$ cat src/rtl/core_s1_fetch_ctrl.sv
// core_s1_fetch_ctrl: stage-1 fetch sequencer with a one-entry skid buffer toward s2 and branch squash.
module core_s1_fetch_ctrl #(
  parameter logic [31:0] RESET_PC = 32'h0000_0000
) (
  input  logic        clk,
  input  logic        rst,
  output logic        imem_req_valid,
  output logic [31:0] imem_req_addr,
  input  logic        imem_rsp_ready,
  input  logic [31:0] imem_rsp_data,
  input  logic        imem_rsp_illegal,
  input  logic        s2_ready,
  input  logic        branch_en,
  input  logic [31:0] branch_target_addr,
  output logic        s1_to_s2_valid,
  output logic [31:0] s1_to_s2_pc,
  output logic [31:0] s1_to_s2_instr,
  output logic        s1_to_s2_illegal
);
  typedef enum logic [1:0] {WAIT, REQ, SQUASH, HALT} state_t;
  state_t      state_q, state_d;
  logic [31:0] pc_q, pc_d, sq_addr_q, sq_addr_d, buf_pc_q, buf_instr_q;
  logic        buf_valid_q, buf_illegal_q, capture, pending;
  always_ff @(posedge clk) begin
    if (rst) state_q <= WAIT;
    else     state_q <= state_d;
  end
  // A request left unanswered at a branch must still be drained, so it moves to SQUASH.
  always_comb begin
    state_d   = state_q;
    sq_addr_d = sq_addr_q;
    if (state_q == SQUASH)  state_d = imem_rsp_ready ? WAIT : SQUASH;
    else if (branch_en)     state_d = pending ? SQUASH : WAIT;
    else if (capture)       state_d = imem_rsp_illegal ? HALT : WAIT;
    else if (pending)       state_d = REQ;
    if (branch_en && pending) sq_addr_d = pc_q;
    pc_d = branch_en ? (branch_target_addr & ~32'h3) : capture ? pc_q + 32'd4 : pc_q;
  end
  always_comb begin
    imem_req_valid = !rst && (state_q == WAIT ? (!buf_valid_q || s2_ready) : state_q != HALT);
    imem_req_addr  = state_q == SQUASH ? sq_addr_q : pc_q;
    capture        = imem_req_valid && imem_rsp_ready && !branch_en && (state_q == WAIT || state_q == REQ);
    pending        = imem_req_valid && !imem_rsp_ready && (state_q == WAIT || state_q == REQ);
  end
  always_ff @(posedge clk) begin
    if (rst) begin
      pc_q          <= RESET_PC;
      sq_addr_q     <= '0;
      buf_valid_q   <= 1'b0;
      buf_pc_q      <= '0;
      buf_instr_q   <= '0;
      buf_illegal_q <= 1'b0;
    end else begin
      pc_q      <= pc_d;
      sq_addr_q <= sq_addr_d;
      if (branch_en) buf_valid_q <= 1'b0;
      else if (capture) begin
        buf_valid_q   <= 1'b1;
        buf_pc_q      <= pc_q;
        buf_instr_q   <= imem_rsp_data;
        buf_illegal_q <= imem_rsp_illegal;
      end else if (buf_valid_q && s2_ready) buf_valid_q <= 1'b0;
    end
  end
  assign s1_to_s2_valid   = buf_valid_q;
  assign s1_to_s2_pc      = buf_pc_q;
  assign s1_to_s2_instr   = buf_instr_q;
  assign s1_to_s2_illegal = buf_valid_q & buf_illegal_q;
endmodule

$ cat config.mk
export PLATFORM = sky130hd
export DESIGN_NAME = core_s1_fetch_ctrl
export DESIGN_NICKNAME = d
export VERILOG_FILES = /design/src/rtl/core_s1_fetch_ctrl.sv
export SDC_FILE = /design/constraint.sdc
export NUM_CORES = 1
export LEC_CHECK = 0
export ABC_AREA = 1
export BUFFER_PORTS_ARGS = -buffer_cell sky130_fd_sc_hd__buf_2
export CAP_MARGIN = 20
export CORE_MARGIN = 10
export CORE_UTILIZATION = 30
export CTS_CLUSTER_SIZE = 30
export DETAILED_ROUTE_END_ITERATION = 8
export SKIP_CTS_REPAIR_TIMING = 1
export SLEW_MARGIN = 20
export SYNTH_ARGS = -nofsm -noshare
export SYNTH_HDL_FRONTEND = slang
export SYNTH_SLANG_ARGS = --single-unit
$ cat constraint.sdc
create_clock -name clk -period 2.35 [get_ports clk]
set_clock_uncertainty 0.15 [all_clocks]
set_input_delay 0.47 -clock clk [delete_from_list [all_inputs] [get_ports clk]]
set_output_delay 0.47 -clock clk [all_outputs]
set_load 0.005 [all_outputs]
==> impl_metrics.tcl, run 1 <==
set metrics [dict create \
    status "finished clean" \
    portBuffers 162 \
    hpwl_um 14400 \
    gp_congestion 0.867 \
    crit_path_start_kind "flop" \
    grt_start_max_net_pins 71 \
    synth-seq-cells 126 \
    num-nets-final 1118 \
    synth.area.top_cells "dfxtp_1 42%, nand2_1 17%, nor2_1 8.1%" \
    synth_top_area_share_pct 42.4 \
    nFillCells 2144 \
    hold_class "primary input to flop" \
    grt.overflow.total 0 \
    post-route-drc-count 0 \
    drive_above_1_share_pct 21.8 \
    synth_top_area_cell "dfxtp_1" \
    dp_slack_ns 0.281 \
    reg2reg_slack_ns 0.44 \
    worstPathRequired_ns 1.73 \
    wl_per_cell_um 15.0 \
    htreeDepth 4 \
    crit_type "flop to primary output" \
    syn_to_final_growth_pct 28.9 \
    grt_pass1_wl_um 30300 \
    path_max_fanout 11 \
    setup_violations 0 \
    whs_endpoint "s1_to_s2_instr[25]" \
    first_pass_iters 5 \
    max_freq_ghz 0.444 \
    num_vias 6060 \
    die_height_um 161 \
    period_needed_ns 2.25 \
    instances_no_fill 1326 \
    hold_ws_ns 0.0934 \
    ant_nets 0 \
    grt_pass1_vias 5719 \
    netlist_instances 895 \
    pin_count 169 \
    endpoint_kind "primary output" \
    min_from "imem_rsp_data[25]" \
    clk_pin_slew_ns 0.06 \
    gr-usage-all-layers_pct 14.5 \
    cts_sinks 126 \
    syn_avg_cell_area_um2 6.65 \
    antenna_found_initial 3 \
    drtIter0Drc 370 \
    rsz0062_at_grt "no" \
    cts_buffers 17 \
    fin_ws_ns 0.0979 \
    ir_drop_uv 456 \
    reg2reg_depth 12 \
    finalWirelength_um 19900 \
    synth_cell_type_count 33 \
    p_leak_nw 3.35 \
    setup_tns_ns 0 \
    maxCapViolCount 0 \
    worstSkewPairLatency_ns 0.42 \
    powerDensity_nw_per_um2 719 \
    cts_tree "yes" \
    core-area_um2 19500 \
    via_per_inst 4.57 \
    r2r_end "pc_q[12]" \
    core.rowCount 51 \
    start_util_pct 30.6 \
    worst_pin_slew_ns 0.625 \
    r2r-start "pc_q[2]" \
    holdPathStages 3 \
    clock_path_buffers 2 \
    dp.cells 1288 \
    relSlewSlack_pct 58.3 \
    critical_path_arrival_ns 1.63 \
    die_w_um 161 \
    finalHoldViolations 0 \
    synth_area_um2 5950 \
    seq_area_frac_synth_pct 42.4 \
    drv_slew 0 \
    dieArea_um2 25900 \
    period_share_pct 95.8 \
    cts_root_buffer "clkbuf_16" \
    yosys_warnings 0 \
]
[power breakdown]
group / internal, W / leakage [nW] / total, W / switching, W
clock network: 0.00164 / 0.279 / 0.00264 / 0.000992
logic: 0.000229 / 2.04 / 0.000577 / 0.000348
registers: 0.00223 / 1.03 / 0.00230 / 0.0000709
[worst max path at each step]
stage	from	to	slack [ns]	cells past startpoint
5_1_grt	state_q[1]	imem_req_addr[12]	0.01	6
3_5_place_dp	branch_en	pc_q[20]	0.28	9
2_1_floorplan	state_q[1]	imem_req_addr[10]	0.60	5
3_3_place_gp	branch_en	pc_q[20]	0.33	9
6_report	state_q[1]	imem_req_addr[6]	0.1	6
4_1_cts	state_q[1]	imem_req_addr[25]	-0.09	6
[metrics by stage]
step / area, um2 / util (%) / power (W)
after floorplan: 5960 / - / 0.00265
after global placement: 7000 / 35.9 / 0.00291
after detailed placement: 7000 / 35.9 / 0.00291
after CTS: 7580 / 39.0 / 0.00556
after global routing: 7660 / 39.4 / 0.00576
final: 7660 / 39.4 / 0.00551
[area by class of cell]
| type | count | area [um2] | area share, % |
|---|---|---|---|
| antenna | 1 | 2.50 | 0.0326 |
| tap | 265 | 332 | 4.33 |
| clock inverter | 9 | 110 | 1.44 |
| timing repair buffer | 184 | 1080 | 14.0 |
| multi-input combinational | 662 | 2930 | 38.2 |
| inverter | 56 | 214 | 2.79 |
| clock buffer | 23 | 478 | 6.24 |
| sequential | 126 | 2530 | 33.0 |
[sequential cells by signal, indices dropped and copies added, names as in the netlist]
name and flops:
s1_to_s2_valid 1, pc_q 30, sq_addr_q 30, s1_to_s2_instr 32, s1_to_s2_pc 30, buf_illegal_q 1
state_q 2
[per-layer routing]
metal | track usage, % | wire [um]
met1 | 17.3 | 8770
met2 | 22.9 | 8950
met3 | 7.00 | 1900
met4 | 3.68 | 212
met5 | 0 | 23
[cells by family after synthesis]
| family | Yosys count | synth area share (%) |
|---|---|---|
| other | 1 | 0.0630 |
| AOI/OAI and AO/OA | 164 | 14.0 |
| and+or+nand+nor | 489 | 34.1 |
| xor gates and xnor gates | 4 | 0.589 |
| adders and majority gates | 1 | 0.210 |
| DFF | 126 | 42.4 |
| buffers and inverters | 110 | 8.67 |
[cell usage after synthesis (all sizes together)]
cell type,instances
nand2,278
nand4,5
dfxtp,126
nand3b,1
a31oi,7
nor2,135
a21oi,54
ha,1
buf,31
conb,1
clkinv,1
clkbuf,23
a22oi,1
nor3,2
o21ai,102
nand3,68
inv,55
xor2,4
[cells in the final DEF (no fill, tap or decap), types with 5 or more instances in the layout]
cell type	instances
a31oi_1	7
nand3_1	66
o21ai_0	93
inv_1	53
nor2_2	5
o21ai_1	9
clkbuf_16	18
nor2_1	128
dfxtp_1	125
buf_4	13
buf_2	162
nand2_1	275
buf_12	6
a21oi_1	54
[worst max-delay path, cell delays in order, from the launching register on]
cell	delay (ns)
dfxtp_4	0.38
inv_1	0.08
nor2_4	0.22
buf_12	0.15
clkbuf_16	0.15
o21ai_0	0.09
buf_2	0.14
Power figures use the tool's default switching activity.
==> run 2, diff against run 1 <==
==> constraint.sdc (replaced) <==
create_clock -name clk -period 2.35 [get_ports clk]
set_clock_uncertainty 0.15 [all_clocks]
set_input_delay 0 -clock clk [delete_from_list [all_inputs] [get_ports clk]]
set_output_delay 0 -clock clk [all_outputs]
set_load 0.005 [all_outputs]
==> impl_metrics.tcl, run 2 (same netlist as run 1, synthesis figures left out) <==
set metrics [dict create \
    grt.busiest_layer "met2" \
    hpwl_um 14200 \
    reg2reg_depth 12 \
    portBuffers 162 \
    worstSkewPairLatency_ns 0.42 \
    drtIter0Drc 394 \
    clk_pin_slew_ns 0.06 \
    period_needed_ns 1.97 \
    drive_above_1_share_pct 19.8 \
    max_freq_ghz 0.507 \
    ir_drop_uv 523 \
    endpoint "pc_q[12]" \
    first_pass_iters 7 \
    use_met2_pct 22.7 \
    finalWirelength_um 20200 \
    gp_congestion 0.929 \
    post-route-drc-count 0 \
    gr-usage-all-layers_pct 14.8 \
    reg2reg_slack_ns 0.38 \
    num_vias 6323 \
    dieArea_um2 25900 \
    clock_path_buffers 2 \
    setup_tns_ns 0 \
    final_common_cell "nand2_1" \
    cts_tree "yes" \
    drv_slew 0 \
    worstPathRequired_ns 2.52 \
    r2r_end "pc_q[12]" \
    num-nets-final 1176 \
    wl_per_cell_um 14.6 \
    rsz0062_at_grt "no" \
    endpoint_kind "flop" \
    dp.cells 1283 \
    syn_to_final_growth_pct 38.9 \
    core.rowCount 51 \
    crit_type "flop to flop" \
    path_cells "ha_1 > nand3_1 > inv_1 > nand2_2 > inv_1 > nand2_1 > nor2_1 > nor2_1 > nand2_1 > nand3_1 > nand2_1 > inv_1" \
    grt_pass1_wl_um 30700 \
    die_height_um 161 \
    largest_reg_flops 32 \
    nFillCells 2039 \
    instances_no_fill 1384 \
    register_area_um2 2520 \
    p_leak_nw 3.59 \
    htreeDepth 4 \
    finalHoldViolations 3 \
    worst_pin_slew_ns 0.799 \
    cts_buffers 17 \
    hold_class "primary input to flop" \
    via_per_inst 4.57 \
    maxCapViolCount 0 \
    multi_input_area_um2 2930 \
    grt_start_max_net_pins 72 \
    grt_pass1_vias 5748 \
    slowest_delay_ns 0.46 \
    p_total_w 0.00575 \
    cts_sinks 126 \
    relSlewSlack_pct 46.8 \
    powerDensity_nw_per_um2 696 \
    period_share_pct 83.9 \
    final_cell_mix "275 x nand2_1, 162 x buf_2, 128 x nor2_1, 126 x dfxtp_1, 94 x o21ai_0" \
    setup_violations 0 \
    pin_count 169 \
    r2r-start "pc_q[3]" \
    path_max_fanout 7 \
    startpoint "pc_q[3]" \
    start_util_pct 30.6 \
    cts_root_buffer "clkbuf_16" \
    use_met3_pct 7.59 \
    hold_ws_ns -0.0375 \
    min_from "branch_en" \
    die_w_um 161 \
    core-area_um2 19500 \
    failed_checks "negative hold slack" \
    crit_path_start_kind "flop" \
    antenna_found_initial 1 \
    crit_slowest_cell "dfxtp_1" \
    critical_path_arrival_ns 2.14 \
    ant_nets 0 \
    grt.overflow.total 0 \
    grtUsageMet1_pct 17.4 \
    status "finished with violations" \
]
[run 2: report_power, final]
| part | switching, W | total [W] | leakage (nW) | internal, W |
|---|---|---|---|---|
| registers | 0.0000740 | 0.00230 | 1.03 | 0.00223 |
| logic | 0.000356 | 0.000638 | 2.27 | 0.000282 |
| clock network | 0.000992 | 0.00280 | 0.295 | 0.00181 |
| total | 0.00142 | 0.00575 | 3.59 | 0.00432 |
[run 2: metal layers]
metal | up-vias | part of all wire (%)
met1 | 2818 | 44
met5 | - | 0
met2 | 209 | 45
met3 | 17 | 10
li1 | 3279 | -
met4 | 0 | 1.3
[run 2: area by class of cell]
cell class	count	area share, %
Timing Repair Buffer	242	19.8
Antenna cell	1	0.0303
Inverter	56	2.59
Clock buffer	24	6.07
Sequential cell	126	30.5
Multi-Input combinational cell	662	35.4
Tap cell	265	4.01
Clock inverter	8	1.56
[run 2: worst min-delay path by stage]
stage	slack [ns]	depth (start not counted)	end
after floorplan	-0.04	2	s1_to_s2_instr[0]
after global placement	0.04	3	s1_to_s2_instr[4]
after detailed placement	0.05	3	s1_to_s2_instr[12]
after CTS	-0.39	3	s1_to_s2_instr[25]
after global routing	0.01	5	pc_q[30]
final	-0.04	5	pc_q[30]
[run 2: through the flow]
step	hold WS, ns	instance area (um2)	setup slack, ns	utilization (%)
2_1_floorplan	-0.0373	5960	0.716	-
3_3_place_gp	0.0449	6950	0.423	35.7
3_5_place_dp	0.0540	6950	0.405	35.7
4_1_cts	-0.390	7580	0.310	38.9
5_1_grt	0.0141	8260	0.158	42.4
6_report	-0.0375	8260	0.379	42.4
[run 2: critical path: cells and delay by family (launching register included)]
family        cells  cell delay [ns]
fa+ha+maj         1             0.24
flops             1             0.46
simple gates      8             0.72
buf+inv           3             0.30
